File: config.mk
export PLATFORM = sky130hd
export DESIGN_NAME = alu_cmd_sequencer
export DESIGN_NICKNAME = d
export VERILOG_FILES = /design/src/rtl/alu_pkg.sv /design/src/rtl/alu_cmd_fifo.sv /design/src/rtl/alu_cmd_sequencer.sv
export SDC_FILE = /design/constraint.sdc
export NUM_CORES = 1
export LEC_CHECK = 0
export ABC_CLOCK_PERIOD_IN_PS = 2930
export CORE_MARGIN = 2
export CORE_UTILIZATION = 55
export DETAILED_ROUTE_END_ITERATION = 16
export GPL_TIMING_DRIVEN = 0
export PLACE_DENSITY = 0.81
export SYNTH_ARGS = -nofsm -noshare
export SYNTH_HDL_FRONTEND = slang
export SYNTH_SLANG_ARGS = --single-unit
File: constraint.sdc
create_clock -name clk_i -period 2.93 [get_ports clk_i]
set_input_delay 0.879 -clock clk_i [delete_from_list [all_inputs] [get_ports clk_i]]
set_output_delay 0.879 -clock clk_i [all_outputs]
set_load 0.005 [all_outputs]
File: src/rtl/alu_pkg.sv
// Shared definitions for the ALU command sequencer: function codes and FSM states.
package alu_pkg;

  localparam logic [1:0] ALU_ADD = 2'b00;
  localparam logic [1:0] ALU_SUB = 2'b01;
  localparam logic [1:0] ALU_MUL = 2'b10;
  localparam logic [1:0] ALU_DIV = 2'b11;

  typedef enum logic [1:0] {
    StIdle    = 2'b00,
    StIssue   = 2'b01,
    StCapture = 2'b10,
    StHold    = 2'b11
  } seq_state_e;

endpackage

File: src/rtl/alu_cmd_fifo.sv
// Synchronous command FIFO with registered count; full/empty derive from the count.
module alu_cmd_fifo #(
  parameter int unsigned Width = 34,
  parameter int unsigned Depth = 4
) (
  input  logic                       clk_i,
  input  logic                       rst_i,
  input  logic                       push_i,
  input  logic                       pop_i,
  input  logic [Width-1:0]           wdata_i,
  output logic [Width-1:0]           rdata_o,
  output logic                       full_o,
  output logic                       empty_o,
  output logic [$clog2(Depth+1)-1:0] count_o
);

  localparam int unsigned PtrW = (Depth > 1) ? $clog2(Depth) : 1;
  localparam int unsigned CntW = $clog2(Depth + 1);

  logic [Width-1:0] mem_q [Depth];
  logic [PtrW-1:0]  wr_ptr_q, rd_ptr_q;
  logic [CntW-1:0]  count_q;
  logic             do_push, do_pop;

  assign full_o  = (count_q == CntW'(Depth));
  assign empty_o = (count_q == '0);
  assign count_o = count_q;
  assign rdata_o = mem_q[rd_ptr_q];

  // A full FIFO refuses pushes even when a pop happens in the same cycle.
  assign do_push = push_i && !full_o;
  assign do_pop  = pop_i && !empty_o;

  // Pointer and count update; power-of-two depth makes pointer wrap implicit.
  always_ff @(posedge clk_i) begin
    if (rst_i) begin
      wr_ptr_q <= '0;
      rd_ptr_q <= '0;
      count_q  <= '0;
    end else begin
      if (do_push) wr_ptr_q <= wr_ptr_q + PtrW'(1);
      if (do_pop)  rd_ptr_q <= rd_ptr_q + PtrW'(1);
      case ({do_push, do_pop})
        2'b10:   count_q <= count_q + CntW'(1);
        2'b01:   count_q <= count_q - CntW'(1);
        default: count_q <= count_q;
      endcase
    end
  end

  // Storage array; contents are don't-care until written.
  always_ff @(posedge clk_i) begin
    if (do_push) mem_q[wr_ptr_q] <= wdata_i;
  end

endmodule

File: src/rtl/alu_cmd_sequencer.sv
// Buffers ALU commands, issues them one at a time to the arithmetic unit, and
// returns each result over a valid/ready handshake. Divide-by-zero never issues.
module alu_cmd_sequencer
  import alu_pkg::*;
#(
  parameter int unsigned AluWidth  = 16,
  parameter int unsigned FifoDepth = 4
) (
  input  logic                clk_i,
  input  logic                rst_i,
  input  logic                cmd_valid_i,
  output logic                cmd_ready_o,
  input  logic [AluWidth-1:0] cmd_a_i,
  input  logic [AluWidth-1:0] cmd_b_i,
  input  logic [1:0]          cmd_fun_i,
  output logic [AluWidth-1:0] a_o,
  output logic [AluWidth-1:0] b_o,
  output logic [1:0]          alu_fun_o,
  output logic                arith_enable_o,
  input  logic [AluWidth-1:0] arith_out_i,
  input  logic                arith_flag_i,
  output logic                res_valid_o,
  input  logic                res_ready_i,
  output logic [AluWidth-1:0] res_data_o,
  output logic                res_err_o,
  output logic                busy_o
);

  localparam int unsigned CmdW = 2 * AluWidth + 2;
  localparam int unsigned CntW = $clog2(FifoDepth + 1);

  seq_state_e          state_q, state_d;
  logic [AluWidth-1:0] a_q, a_d, b_q, b_d, res_data_q, res_data_d;
  logic [1:0]          fun_q, fun_d;
  logic                res_err_q, res_err_d;

  logic [CmdW-1:0]     head;
  logic [AluWidth-1:0] head_a, head_b;
  logic [1:0]          head_fun;
  logic                fifo_full, fifo_empty, pop;
  logic [CntW-1:0]     fifo_count;

  // Command layout in the FIFO: {fun, a, b}.
  assign head_fun = head[CmdW-1 -: 2];
  assign head_a   = head[2*AluWidth-1 -: AluWidth];
  assign head_b   = head[AluWidth-1:0];

  alu_cmd_fifo #(
    .Width (CmdW),
    .Depth (FifoDepth)
  ) u_fifo (
    .clk_i   (clk_i),
    .rst_i   (rst_i),
    .push_i  (cmd_valid_i && cmd_ready_o),
    .pop_i   (pop),
    .wdata_i ({cmd_fun_i, cmd_a_i, cmd_b_i}),
    .rdata_o (head),
    .full_o  (fifo_full),
    .empty_o (fifo_empty),
    .count_o (fifo_count)
  );

  assign cmd_ready_o    = !fifo_full;
  assign a_o            = a_q;
  assign b_o            = b_q;
  assign alu_fun_o      = fun_q;
  assign res_data_o     = res_data_q;
  assign res_err_o      = res_err_q;
  assign arith_enable_o = (state_q == StIssue);
  assign res_valid_o    = (state_q == StHold);
  assign busy_o         = (state_q != StIdle) || (fifo_count != '0);

  // State and datapath registers; reset discards anything in flight.
  always_ff @(posedge clk_i) begin
    if (rst_i) begin
      state_q    <= StIdle;
      a_q        <= '0;
      b_q        <= '0;
      fun_q      <= ALU_ADD;
      res_data_q <= '0;
      res_err_q  <= 1'b0;
    end else begin
      state_q    <= state_d;
      a_q        <= a_d;
      b_q        <= b_d;
      fun_q      <= fun_d;
      res_data_q <= res_data_d;
      res_err_q  <= res_err_d;
    end
  end

  // Next-state logic: pop, issue, capture, then hold until the consumer accepts.
  always_comb begin
    state_d    = state_q;
    a_d        = a_q;
    b_d        = b_q;
    fun_d      = fun_q;
    res_data_d = res_data_q;
    res_err_d  = res_err_q;
    pop        = 1'b0;
    unique case (state_q)
      StIdle: begin
        if (!fifo_empty) begin
          pop = 1'b1;
          if (head_fun == ALU_DIV && head_b == '0) begin
            // Trapped locally; operand registers keep the last issued command.
            res_data_d = '0;
            res_err_d  = 1'b1;
            state_d    = StHold;
          end else begin
            a_d     = head_a;
            b_d     = head_b;
            fun_d   = head_fun;
            state_d = StIssue;
          end
        end
      end
      StIssue: state_d = StCapture;
      StCapture: begin
        res_data_d = arith_out_i;
        res_err_d  = !arith_flag_i;
        state_d    = StHold;
      end
      StHold: begin
        if (res_ready_i) state_d = StIdle;
      end
      default: state_d = StIdle;
    endcase
  end

endmodule

# == Word-level counts from Yosys, hierarchy flattened ==
# Memories as Yosys holds them, arrays and structs flattened. A register that Yosys moved wholly into a read port is not among the register bits.
# Cells that the tools add are included.
# totals
elab_cells,61
mem_count,1
ramBits,136
register_bits,60
output_inout_bits,55
# op_classes
n_reduce_logical,18
addsub,4
n_mux,17
n_eq_ne,10
bitwise_logic,2
# mem_list
memory,words,word_bits,read_ports,rd_ports_with_merged_regs,write_ports,line,source
u_fifo.mem_q,4,34,1,1,1,alu_cmd_fifo.sv:20,logic [Width-1:0] mem_q [Depth];
# op_table
cell,count
16-bit 2-to-1 mux,2
16-bit case mux with 2 select lines,1
16-bit logical NOT,1
2-bit 2-to-1 mux,5
"2-bit equality test, second input constant",4
2-bit case mux with 4 select lines,1
1-bit 2-to-1 mux,6
3-bit case mux with 2 select lines,1
3-bit AND reduction,2
2-bit nonzero test,3
"2-bit by 1-bit adder with 2-bit output, second input constant",2
"2-bit by 1-bit equality test with 1-bit output, second input constant",2
1-bit logical AND,4
"2-bit != test, second input constant",2
"3-bit by 1-bit adder with 3-bit output, second input constant",1
"3-bit equality test, second input constant",1
1-bit logical NOT,3
3-bit logical NOT,1
3-bit nonzero test,1
"3-bit by 1-bit subtractor with 3-bit output, second input constant",1
2-bit logical NOT,1
"2-bit by 1-bit != test with 1-bit output, second input constant",1
1-bit inverter,2
1-bit case mux with 2 select lines,1
2 further kinds,2

# == Logic depth before layout (Yosys ltp) ==
# Gate-level depths: netlist of the first run.
# depth
depth_word,6
mapped_depth,12
mapped_depth_nobuf,10

# == Cells and area by module ==
# A second synthesis of the first run with hierarchy kept.
# hier_totals
cells_unflattened,486
area_unflattened_um2,8022.7
# modules_own_cells
module,cells_per_inst,area_each_um2,instances,seq_area_each_um2
alu_cmd_fifo,232,5442.7,1,4264.1
alu_cmd_sequencer,254,2580.0,1,1061.0

# == Least setup slack after synthesis of the first run ==
# No wires, ideal clock.
# synth_timing
path_type,register to register
from,register (tool-made name)
to,register a_q[14] (netlist: a_o[14])
stages_incl_launch_ff,11
slack_ns,0.456
arrival_ns,2.403
required_ns,2.859
cell_sequence,dfxtp_1 > buf_6 > buf_8 > buf_6 > mux4_2 > nor4_1 > and4b_1 > buf_4 > buf_6 > mux2_2 > a21oi_1
# synth_rtl
item,line,source
end signal: assignment,alu_cmd_sequencer.sv:77,a_q <= '0;
end signal: assignment,alu_cmd_sequencer.sv:84,a_q <= a_d;
end: declaration,alu_cmd_sequencer.sv:33,"logic [AluWidth-1:0] a_q, a_d, b_q, b_d, res_data_q, res_data_d;"

==> metrics.md, run 1 <==
| Metric | Value |
|---|---|
| WP buf/inv | `5` |
| Largest family of logic cells by synthesized area | `multiplexers` |
| Antenna Cells | `0` |
| Final hold viol count | `0` |
| Reg2reg end | `b_o[2]` |
| Worst Tran Pin Value | `0.587 ns` |
| Period utilization | `95.3%` |
| Total power | `9480 µW` |
| Total CTS buffers | `17` |
| YS warnings | `0` |
| Post-Route WL | `17,000 µm` |
| CP Cell Sequence | `buf_6, buf_12, buf_12, mux4_2, and4b_2, buf_8, a21oi_4, buf_6, mux2i_1` |
| Initial core utilization | `56.3%` |
| Syn Std Cell Area | `8150 µm²` |
| DR iter-0 viols | `273` |
| CTS Sinks | `198` |
| Netlist cell types | `37` |
| R2R depth | `9` |
| Mux cell area share after synthesis | `15.9%` |
| Post-Synthesis Mean Instance Area | `15.7 µm²` |
| Syn Nets | `585` |
| Sum Neg Setup Slack | `0 ns` |
| Synth area leader | `edfxtp_1` |
| Adder-Cell Fraction of Synth Area | `1.78%` |
| Placement Setup Slack | `-0.0889 ns` |
| Synth Instances | `519` |
| HPWL Detailed | `11,600 µm` |
| Synth area leaders | `edfxtp_1 (50%), dfxtp_1 (15%), mux4_2 (9.4%)` |
| MaxCap Viol Count | `0` |
| Hold Crit Class | `flop to flop` |
| DRC | `0` |
| First-pass GRT wire length | `26,800 µm` |
| Seq cells post-synth | `198` |
| Simple-gate share of the synthesized area | `9.65%` |
| R2R setup slack | `0.14 ns` |
| GRT overflow | `0` |
| Synth Area in Compound Gates | `3.75%` |
| Share of cells above drive strength 1 | `17.4%` |
| Die ar. | `15,800 µm²` |
| Via count | `4,888` |
| Top cell type's share of synthesized area | `50.1%` |
| Worst-path clk slew | `0.07 ns` |
| PortBufs | `108` |
| Die Ht | `126 µm` |
| TritonCTS clock tree | `built` |
| Nature of the critical path startpoint | `flop` |
| Hold Path Sink | `b_o[5]` |
| H-tree depth | `4` |
| Min Clock Period, post-route | `2.79 ns` |
| CP top delay family | `buffers and inverters` |
| CP max FO | `10` |
| Clock Latency Late Sink | `0.43 ns` |
| F_max | `358 MHz` |
| Leak | `0.00355 µW` |
| Worst path slowest cell | `mux4_2` |
| Xor/xnor cell area share of the yosys netlist | `0.538%` |
| Design area | `10,300 µm²` |
| Clock buffer depth | `2` |
| Hold Crit Depth | `2` |
| Initial antenna violation count | `0` |
| Largest net degree at the start of global routing | `20` |
| Vias per Instance | `5.74` |
| Core area | `14,500 µm²` |
| CP arrival | `3.14 ns` |
| Setup CP Type | `flop to flop` |
| Critical Path RT | `3.28 ns` |
| Hold Startpoint | `b_o[5]` |
| Clock root cell | `clkbuf_16` |
| Maximum vdd drop | `0.000521 V` |
| Final count of negative-setup-slack endpoints | `0` |
| RSZ-0062 raised after global routing | `false` |
| PD cells | `920 nW/µm²` |
| Outcome | `completed` |
| GRT Total Usage | `22.2%` |
| Final Max Tran Viols | `0` |
| Synth-to-layout area growth | `26.5%` |
| Register area share after synthesis | `65.4%` |
| CP Capture Type | `flop` |
| Die X | `126 µm` |
| Number of global-route vias before repair | `5,086` |
| Row count | `44` |
| Routability Congestion | `0.786` |
| Placement Cell Area | `9570 µm²` |
| Skew final | `0.00598 ns` |
| Worst setup margin | `0.137 ns` |
| WL per Instance | `20.0 µm` |
| IO Pins | `110` |
| Antenna-violating nets left | `0` |
| Final net count | `720` |
| Initial DRT Pass Iterations | `5` |
| Rel. slew slack | `60.7%` |
| Worst path max stage delay | `0.57 ns` |
-- timing repair --
item / in CTS / in global routing
setup endpoints to repair: 13 / 13
setup buffers: 0 / 4
pin swaps: 0 / 2
resized for setup: 3 / 10
hold buffers: 0 / 0
-- tightest hold or removal path, stage by stage, from the launching register on --
cell and delay, ns:
dfxtp_1 0.31, nand2b_1 0.06, mux2i_1 0.05
-- placed cells by master, fill, tap and decap left out, types with 2 or more instances in the layout --
cell type        instances
edfxtp_1               136
clkdlybuf4s50_1        108
dfxtp_1                 62
nand2b_1                52
mux4_2                  34
mux2i_1                 33
a21oi_1                 22
nand2_1                 21
nand3_1                 19
clkbuf_16               19
clkbuf_1                18
mux2_2                  17
a2bb2oi_1               17
nand3b_1                16
inv_1                   10
nor2_1                  10
ha_1                    10
buf_6                    6
buf_4                    6
buf_2                    5
and3_2                   4
bufinv_16                4
buf_16                   4
xor2_1                   3
clkinv_4                 3
clkbuf_4                 2
and2_1                   2
buf_12                   2
nor4_2                   2
nor2b_1                  2
xnor2_1                  2
-- worst max path at each step --
stage | startpoint | cells past startpoint | slack [ns] | to
floorplan | flop | 10 | 0.46 | a_o[14]
global placement | cmd_valid_i | 2 | -0.39 | u_fifo.mem_q[0][33]
detailed placement | flop | 10 | -0.09 | a_o[9]
CTS | flop | 10 | 0.02 | a_o[9]
global route | flop | 10 | 0.02 | a_o[13]
finish | flop | 9 | 0.14 | b_o[2]
-- stage by stage --
stage                     cells  utilization, %  hold WS [ns]
after global placement      811            65.3         0.459
final                       851            71.1         0.472
after global routing        851            71.1         0.494
after detailed placement    815            66.1         0.463
after CTS                   847            70.7         0.474
after floorplan             519               -         0.465
-- cell type report --
class	instances	area [µm²]
sequential	198	5330
buffer	33	234
multi-input combinational	278	2600
fill	896	4180
clock inverter	10	168
timing repair buffer	116	1220
inverter	10	37.5
clock buffer	22	487
tap	184	230
-- flip-flops by register name (all words and copies together) (netlist names), named ones only --
name,flops
res_err_o,1
u_fifo.mem_q,136
u_fifo.count_o,3
res_data_o,16
b_o,16
alu_fun_o,2
state_q,2
a_o,16
u_fifo.wr_ptr_q,2
u_fifo.rd_ptr_q,2
-- per-layer routing --
layer	vias to the layer above	part of all wire (%)	track usage (%)	wire length, µm
met5	-	0	0	0
met4	0	2.2	8.30	370
li1	2233	-	-	-
met1	2442	42	28.2	7120
met3	25	5.8	4.67	992
met2	188	50	37.9	8550
-- logic make-up (layout without fill, tap and decap cells) --
group / Yosys count / after routing
flip-flops: 198 / 198
adder cells (fa/ha/maj): 11 / 11
buffers and inverters: 43 / 191
multiplexers: 85 / 85
XOR/XNOR: 5 / 5
AO/OA/AOI/OAI: 44 / 44
AND/OR/NAND/NOR: 133 / 133
-- cell usage after synthesis --
master / instances
and4b_1: 1
buf_6: 7
nor4b_4: 1
nand3_1: 19
a211oi_1: 1
buf_8: 1
nor2_1: 10
mux2_2: 17
o21ai_0: 1
clkbuf_1: 16
nor2b_1: 2
nor3_1: 1
and3_1: 4
a21oi_4: 1
mux4_2: 34
buf_4: 2
mux2i_1: 33
inv_1: 10
xor2_1: 3
and2_1: 2
a21oi_1: 22
mux2_1: 1
nand3b_1: 16
a2bb2oi_1: 17
dfxtp_1: 62
nor4_4: 1
nand2b_1: 52
xnor2_1: 2
a32oi_1: 1
ha_1: 10
buf_2: 7
a311oi_1: 1
fa_1: 1
nand2_1: 21
nor4_1: 2
or3_1: 1
edfxtp_1: 136
-- power by group --
part	switching, µW	internal (µW)	total [µW]
logic	1520	1640	3160
clock network	982	1540	2520
registers	275	3520	3800
No activity file was read; power rests on OpenSTA's default activity.
==> run 2: changes to the inputs <==
--- a/config.mk
+++ b/config.mk
@@ -6,10 +6,12 @@
 export NUM_CORES = 1
 export LEC_CHECK = 0
 export ABC_CLOCK_PERIOD_IN_PS = 2930
+export CAP_MARGIN = 20
 export CORE_MARGIN = 2
 export CORE_UTILIZATION = 55
 export DETAILED_ROUTE_END_ITERATION = 16
 export GPL_TIMING_DRIVEN = 0
+export MAX_ROUTING_LAYER = met4
 export PLACE_DENSITY = 0.81
 export SYNTH_ARGS = -nofsm -noshare
 export SYNTH_HDL_FRONTEND = slang
==> run 2 against run 1 <==
  * Die area is the same
  * Hold slack better by 0.00080 ns
  * Count of clock-buffer cells in the layout stayed put
  * Cell count is the same
  * Final area stayed put
  * Non-clock buffer count stayed put
  * Critical endpoint unchanged
  * Largest cell class unchanged
==> metrics.md, run 2 (same netlist as run 1, synthesis figures left out) <==
| Metric | Value |
|---|---|
| Outcome | `completed (unchanged)` |
| Skew final | `0.00572 ns (was 0.00598 ns)` |
| Via count | `4,880 (was 4,888)` |
| Setup CP Type | `flop to flop (unchanged)` |
| Design area | `10,300 µm² (unchanged)` |
| Filler cells | `896 (unchanged)` |
| Placement Cell Area | `9570 µm² (unchanged)` |
| CP Cell Sequence | `buf_6, buf_12, buf_12, mux4_2, and4b_2, buf_8, a21oi_4, buf_6, mux2i_1 (unchanged)` |
| Worst path max stage delay | `0.57 ns (about the same)` |
| IO Pins | `110 (unchanged)` |
| Antenna-violating nets left | `0 (unchanged)` |
| Placement Setup Slack | `-0.0889 ns (unchanged)` |
| Initial antenna violation count | `0 (unchanged)` |
| Die Ht | `126 µm (unchanged)` |
| Final count of negative-setup-slack endpoints | `0 (unchanged)` |
| Largest register FFs | `136 (unchanged)` |
| Routability Congestion | `0.797 (was 0.786)` |
| RSZ-0062 raised after global routing | `false (unchanged)` |
| DR iter-0 viols | `320 (was 273)` |
| Final Non-Filler Cells | `851 (unchanged)` |
| DP Cell Count | `815 (unchanged)` |
| Register cell area after layout | `5330 µm² (unchanged)` |
| CP top delay family | `buffers and inverters (unchanged)` |
| Initial core utilization | `56.3% (unchanged)` |
| CP arrival | `3.14 ns (about the same)` |
| Maximum vdd drop | `0.000521 V (about the same)` |
| CP max FO | `10 (unchanged)` |
| Final net count | `720 (unchanged)` |
| Row count | `44 (unchanged)` |
| Vias per Instance | `5.73 (was 5.74)` |
| Final hold viol count | `0 (unchanged)` |
| Top reg by flops | `u_fifo.mem_q (unchanged)` |
| First-pass GRT wire length | `26,800 µm (about the same)` |
| Synth-to-layout area growth | `26.5% (unchanged)` |
| Number of global-route vias before repair | `5,082 (was 5,086)` |
| Critical Path RT | `3.28 ns (about the same)` |
| Clock buffer depth | `2 (unchanged)` |
| Die ar. | `15,800 µm² (unchanged)` |
| Antenna Cells | `0 (unchanged)` |
| Final Max Tran Viols | `0 (unchanged)` |
| Nature of the critical path startpoint | `flop (unchanged)` |
| Most frequent cells in the layout | `edfxtp_1 (136), clkdlybuf4s50_1 (108), dfxtp_1 (62) (unchanged)` |
| WL per Instance | `20.0 µm (about the same)` |
| Clock root cell | `clkbuf_16 (unchanged)` |
| WP buf/inv | `5 (unchanged)` |
| Period utilization | `95.1% (was 95.3%)` |
| Die X | `126 µm (unchanged)` |
| Clock Latency Late Sink | `0.43 ns (about the same)` |
| Initial DRT Pass Iterations | `5 (unchanged)` |
| F_max | `359 MHz (was 358 MHz)` |
| Total power | `9480 µW (about the same)` |
| Core area | `14,500 µm² (unchanged)` |
| Share of cells above drive strength 1 | `17.4% (unchanged)` |
| PortBufs | `108 (unchanged)` |
| Hold Crit Class | `flop to flop (unchanged)` |
| CTS Sinks | `198 (unchanged)` |
| Worst-path clk slew | `0.07 ns (about the same)` |
| Post-Route WL | `17,000 µm (about the same)` |
| Worst setup margin | `0.143 ns (was 0.137 ns)` |
| Total CTS buffers | `17 (unchanged)` |
| Worst hold slack | `0.472 ns (about the same)` |
| H-tree depth | `4 (unchanged)` |
| Min Clock Period, post-route | `2.79 ns (about the same)` |
| HPWL Detailed | `11,600 µm (unchanged)` |
| GRT Total Usage | `22.9% (was 22.2%)` |
| TritonCTS clock tree | `built (unchanged)` |
| Worst Tran Pin Value | `0.585 ns (was 0.587 ns)` |
| PD cells | `920 nW/µm² (about the same)` |
| Largest net degree at the start of global routing | `20 (unchanged)` |
| Rel. slew slack | `60.9% (was 60.7%)` |
| DRC | `0 (unchanged)` |
| CP Capture Type | `flop (unchanged)` |
| Leak | `0.00355 µW (unchanged)` |
| GRT overflow | `0 (unchanged)` |
| MaxCap Viol Count | `0 (unchanged)` |
| Worst path slowest cell | `mux4_2 (unchanged)` |
| Most common cell after layout, fill and taps aside | `edfxtp_1 (unchanged)` |
| Area of the multi-input gates | `2600 µm² (unchanged)` |
## run 2: what timing repair did
item                                    in CTS  in global routing
pin swaps                                    0                  2
gates resized for setup                      3                 10
setup buffers                                0                  4
cloned                                       0                  0
hold buffers                                 0                  0
endpoints found under the setup margin      13                 15
## run 2: metal layers
layer	GRT usage, %	wire length [µm]
met4	8.50	367
met2	37.9	8660
met1	28.3	7200
met3	4.42	813
met5	-	0
## run 2: tightest hold or removal path: stages (launching register included)
cell	delay, ns
dfxtp_1	0.31
nand2b_1	0.06
mux2i_1	0.05
## run 2: path summary, 6_finish.rpt
check,to,slack [ns],startpoint,cells after the start
worst max-delay path,b_o[2],0.14,flop,9
worst min-delay path,b_o[3],0.47,b_o[3],2
worst max register to register,b_o[2],0.14,flop,9
worst min register to register,b_o[3],0.47,b_o[3],2
## run 2: cell type report
class,instances,share of cell area (%)
Buffer,33,2.27
Clock buffer,22,4.73
Clock inverter,10,1.63
Inverter,10,0.364
Multi-Input combinational cell,278,25.2
Sequential cell,198,51.7
Tap cell,184,2.24
Timing Repair Buffer,116,11.9
## run 2: power breakdown
group | internal [µW] | total, µW | switching (µW) | leakage (µW)
logic | 1640 | 3170 | 1520 | 0.00148
clock network | 1540 | 2520 | 981 | 0.000315
registers | 3520 | 3790 | 274 | 0.00175
## run 2: through the flow
| step | utilization (%) | setup TNS [ns] |
|---|---|---|
| floorplan | - | 0 |
| global placement | 65.3 | -52.08 |
| detailed placement | 66.1 | -0.704 |
| CTS | 70.7 | 0 |
| global route | 71.1 | 0 |
| finish | 71.1 | 0 |
==> run 3: changes to the inputs <==
--- a/config.mk
+++ b/config.mk
@@ -5,6 +5,7 @@
 export SDC_FILE = /design/constraint.sdc
 export NUM_CORES = 1
 export LEC_CHECK = 0
+export ABC_AREA = 1
 export ABC_CLOCK_PERIOD_IN_PS = 2930
 export CAP_MARGIN = 20
 export CORE_MARGIN = 2
==> run 3 against run 2 <==
  * Combinational power increased by 7.9%
  * Global-route usage rose by 2.0 points
  * Sequential share of layout area rose by 0.72 points
  * Routed wire length rose by 10%
  * Area after synthesis hardly changed
  * Hold slack improved by 0.0092 ns
  * Flip-flop and latch count unchanged
  * Utilization decreased by 0.98 points
  * Critical endpoint is now busy_o
==> metrics.md, run 3 <==
| Metric | Value |
|---|---|
| Row count | `44 (unchanged)` |
| Hold Crit Class | `flop to flop (unchanged)` |
| PD cells | `924 nW/µm² (was 920 nW/µm²)` |
| Antenna Cells | `0 (unchanged)` |
| CTS Sinks | `198 (unchanged)` |
| Most common cell after layout, fill and taps aside | `nand2_1 (was edfxtp_1)` |
| Synth async-reset ratio | `0% (unchanged)` |
| Synth Instances | `810 (was 519)` |
| Worst-path clk slew | `0.06 ns (was 0.07 ns)` |
| Synth area leaders | `edfxtp_1 (50%), dfxtp_1 (15%), nand2_1 (8.7%) (was edfxtp_1 (50%), dfxtp_1 (15%), mux4_2 (9.4%))` |
| Synth-to-layout area growth | `24.8% (was 26.5%)` |
| YS warnings | `0 (unchanged)` |
| Largest net degree at the start of global routing | `21 (was 20)` |
| Synth area leader | `edfxtp_1 (unchanged)` |
| NetSw | `3220 µW (was 2780 µW)` |
| Period utilization | `88.5% (was 95.1%)` |
| P_int | `6170 µW (was 6700 µW)` |
| Combinational fraction of design power | `36.4% (was 33.4%)` |
| First-pass GRT wire length | `29,600 µm (was 26,800 µm)` |
| Nature of the critical path startpoint | `flop (unchanged)` |
| Critical path origin | `state_q[0]` |
| CP max FO | `4 (was 10)` |
| Xor/xnor cell area share of the yosys netlist | `0% (was 0.538%)` |
| Routability Congestion | `0.842 (was 0.797)` |
| Antenna-violating nets left | `0 (unchanged)` |
| Core area | `14,500 µm² (unchanged)` |
| GRT overflow | `0 (unchanged)` |
| Worst Tran Pin Value | `0.694 ns (was 0.585 ns)` |
| Syn Nets | `876 (was 585)` |
| Die Ht | `126 µm (about the same)` |
| IO Pins | `110 (unchanged)` |
| Clock Latency Late Sink | `0.44 ns (was 0.43 ns)` |
| MaxCap Viol Count | `0 (unchanged)` |
| Initial DRT Pass Iterations | `5 (unchanged)` |
| Final Max Tran Viols | `0 (unchanged)` |
| F_max | `386 MHz (was 359 MHz)` |
| Skew final | `0.00974 ns (was 0.00572 ns)` |
| RSZ-0062 raised after global routing | `false (unchanged)` |
| Vias per Instance | `5.36 (was 5.73)` |
| EDFF count, synth | `136 (unchanged)` |
| Worst hold slack | `0.481 ns (was 0.472 ns)` |
| Final hold viol count | `0 (unchanged)` |
| Top cell type's share of synthesized area | `50.2% (was 50.1%)` |
| Share of power burned in registers | `40.2% (was 40.0%)` |
| Final count of negative-setup-slack endpoints | `0 (unchanged)` |
| Post-Route WL | `18,700 µm (was 17,000 µm)` |
| Outcome | `completed (unchanged)` |
| Post-Synthesis Mean Instance Area | `10.0 µm² (was 15.7 µm²)` |
| Most numerous cell in the Yosys netlist | `nand2_1 (was edfxtp_1)` |
| Top reg by flops | `u_fifo.mem_q (unchanged)` |
| Top cells by count, synth | `nand2_1 (188), edfxtp_1 (136), nor2_1 (111) (was edfxtp_1 (136), dfxtp_1 (62), nand2b_1 (52))` |
| Worst R2R Start | `state_q[1]` |
| Filler cells | `983 (was 896)` |
| Largest family of logic cells by synthesized area | `simple AND/OR/NAND/NOR gates (was multiplexers)` |
| WL per Instance | `16.5 µm (was 20.0 µm)` |
| Total CTS buffers | `17 (unchanged)` |
| Share of cells above drive strength 1 | `7.43% (was 17.4%)` |
| Register area share after synthesis | `65.4% (about the same)` |
| Net Sw Frac | `34.3% (was 29.3%)` |
| Mux cell area share after synthesis | `0% (was 15.9%)` |
| Hold Startpoint | `u_fifo.rd_ptr_q[1] (was b_o[3])` |
| Total power | `9390 µW (was 9480 µW)` |
| Seq cells post-synth | `198 (unchanged)` |
| Largest register FFs | `136 (unchanged)` |
| Min Clock Period, post-route | `2.59 ns (was 2.79 ns)` |
| Via count | `6,109 (was 4,880)` |
| Final Non-Filler Cells | `1,139 (was 851)` |
| Clock network power share | `23.4% (was 26.6%)` |
| Most frequent cells in the layout | `nand2_1 (188), edfxtp_1 (136), clkdlybuf4s50_1 (109) (was edfxtp_1 (136), clkdlybuf4s50_1 (108), dfxtp_1 (62))` |
| Initial antenna violation count | `0 (unchanged)` |
| DP Cell Count | `1,107 (was 815)` |
| Rel. slew slack | `53.6% (was 60.9%)` |
| Die X | `126 µm (about the same)` |
| Initial core utilization | `56.2% (was 56.3%)` |
| Adder-Cell Fraction of Synth Area | `1.78% (about the same)` |
| Die ar. | `15,800 µm² (about the same)` |
| Worst setup margin | `0.336 ns (was 0.143 ns)` |
| Clock root cell | `clkbuf_16 (unchanged)` |
| Netlist cell types | `27 (was 37)` |
| Maximum vdd drop | `0.000483 V (was 0.000521 V)` |
| Simple-gate share of the synthesized area | `19.3% (was 9.65%)` |
| Clock buffer depth | `2 (unchanged)` |
| Leak | `0.00408 µW (was 0.00355 µW)` |
| H-tree depth | `4 (unchanged)` |
| CP Capture Type | `primary output (was flop)` |
| TritonCTS clock tree | `built (unchanged)` |
| GRT Total Usage | `25.0% (was 22.9%)` |
| Number of global-route vias before repair | `5,932 (was 5,082)` |
| DRC | `0 (unchanged)` |
| PortBufs | `109 (was 108)` |
| HPWL Detailed | `11,900 µm (was 11,600 µm)` |
| Final net count | `1,008 (was 720)` |
| Syn Std Cell Area | `8140 µm² (was 8150 µm²)` |
| Setup CP Type | `flop to primary output (was flop to flop)` |
| CP arrival | `1.71 ns (was 3.14 ns)` |
| Placement Setup Slack | `-0.0368 ns (was -0.0889 ns)` |
| Synth Area in Compound Gates | `6.64% (was 3.75%)` |
| DR iter-0 viols | `491 (was 320)` |
| Critical Path RT | `2.05 ns (was 3.28 ns)` |
| Ys flop type | `edfxtp_1 (unchanged)` |
-- run 3: cell type report --
class	count	area (µm²)	share of cell area (%)
inverter	79	299	2.94
multi-input combinational	490	2290	22.6
clock inverter	14	126	1.24
tap	184	230	2.27
sequential	198	5330	52.4
timing repair buffer	113	1200	11.8
buffer	43	255	2.51
clock buffer	18	429	4.22
-- run 3: kinds of logic (layout without fill, tap and decap cells) --
| kind of cell | Yosys count | after routing |
|---|---|---|
| compound gates | 103 | 103 |
| flops | 198 | 198 |
| fa+ha+maj | 11 | 11 |
| simple gates | 376 | 376 |
| buf+inv | 122 | 267 |
-- run 3: final timing paths --
check	end	slack, ns	cells after the start
worst max-delay path	busy_o	0.34	4
worst min-delay path	u_fifo.rd_ptr_q[1]	0.48	2
worst max register to register	u_fifo.count_o[2]	0.35	12
worst min register to register	u_fifo.rd_ptr_q[1]	0.48	2
-- run 3: critical path, cell delays in order (launching register included) --
cell,delay [ns]
dfxtp_1,0.36
inv_1,0.10
ha_1,0.22
nand2_1,0.09
clkdlybuf4s50_1,0.52
-- run 3: routing by layer --
layer	routed length, µm	up-vias	part of all wire [%]	GRT usage, %
met1	7550	2835	40	31.1
met5	0	-	0	-
met3	1560	38	8.3	5.23
met4	451	0	2.4	11.9
met2	9190	299	49	39.3
li1	-	2937	-	-
-- run 3: power by group through the flow --
stage | logic, µW | clock network [µW] | registers (µW)
2_1_floorplan | 1920 | 0 | 3830
3_3_place_gp | 3170 | 0 | 3840
3_5_place_dp | 3340 | 0 | 3830
4_1_cts | 3400 | 2210 | 3780
5_1_grt | 3780 | 2320 | 3840
6_report | 3420 | 2190 | 3780
-- run 3: timing repair --
| action | 4_1_cts | 5_1_grt |
|---|---|---|
| hold buffers | 0 | 0 |
| endpoints found under the setup margin | 0 | 1 |
| gates resized for setup | 0 | 3 |
| setup buffers | 0 | 0 |
-- run 3: through the flow --
step | instance area (µm²) | setup TNS [ns] | util (%)
2_1_floorplan | 8140 | 0 | -
3_3_place_gp | 9460 | -209.60 | 65.3
3_5_place_dp | 9600 | -0.0368 | 66.3
4_1_cts | 10200 | 0 | 70.1
5_1_grt | 10200 | 0 | 70.2
6_report | 10200 | 0 | 70.2
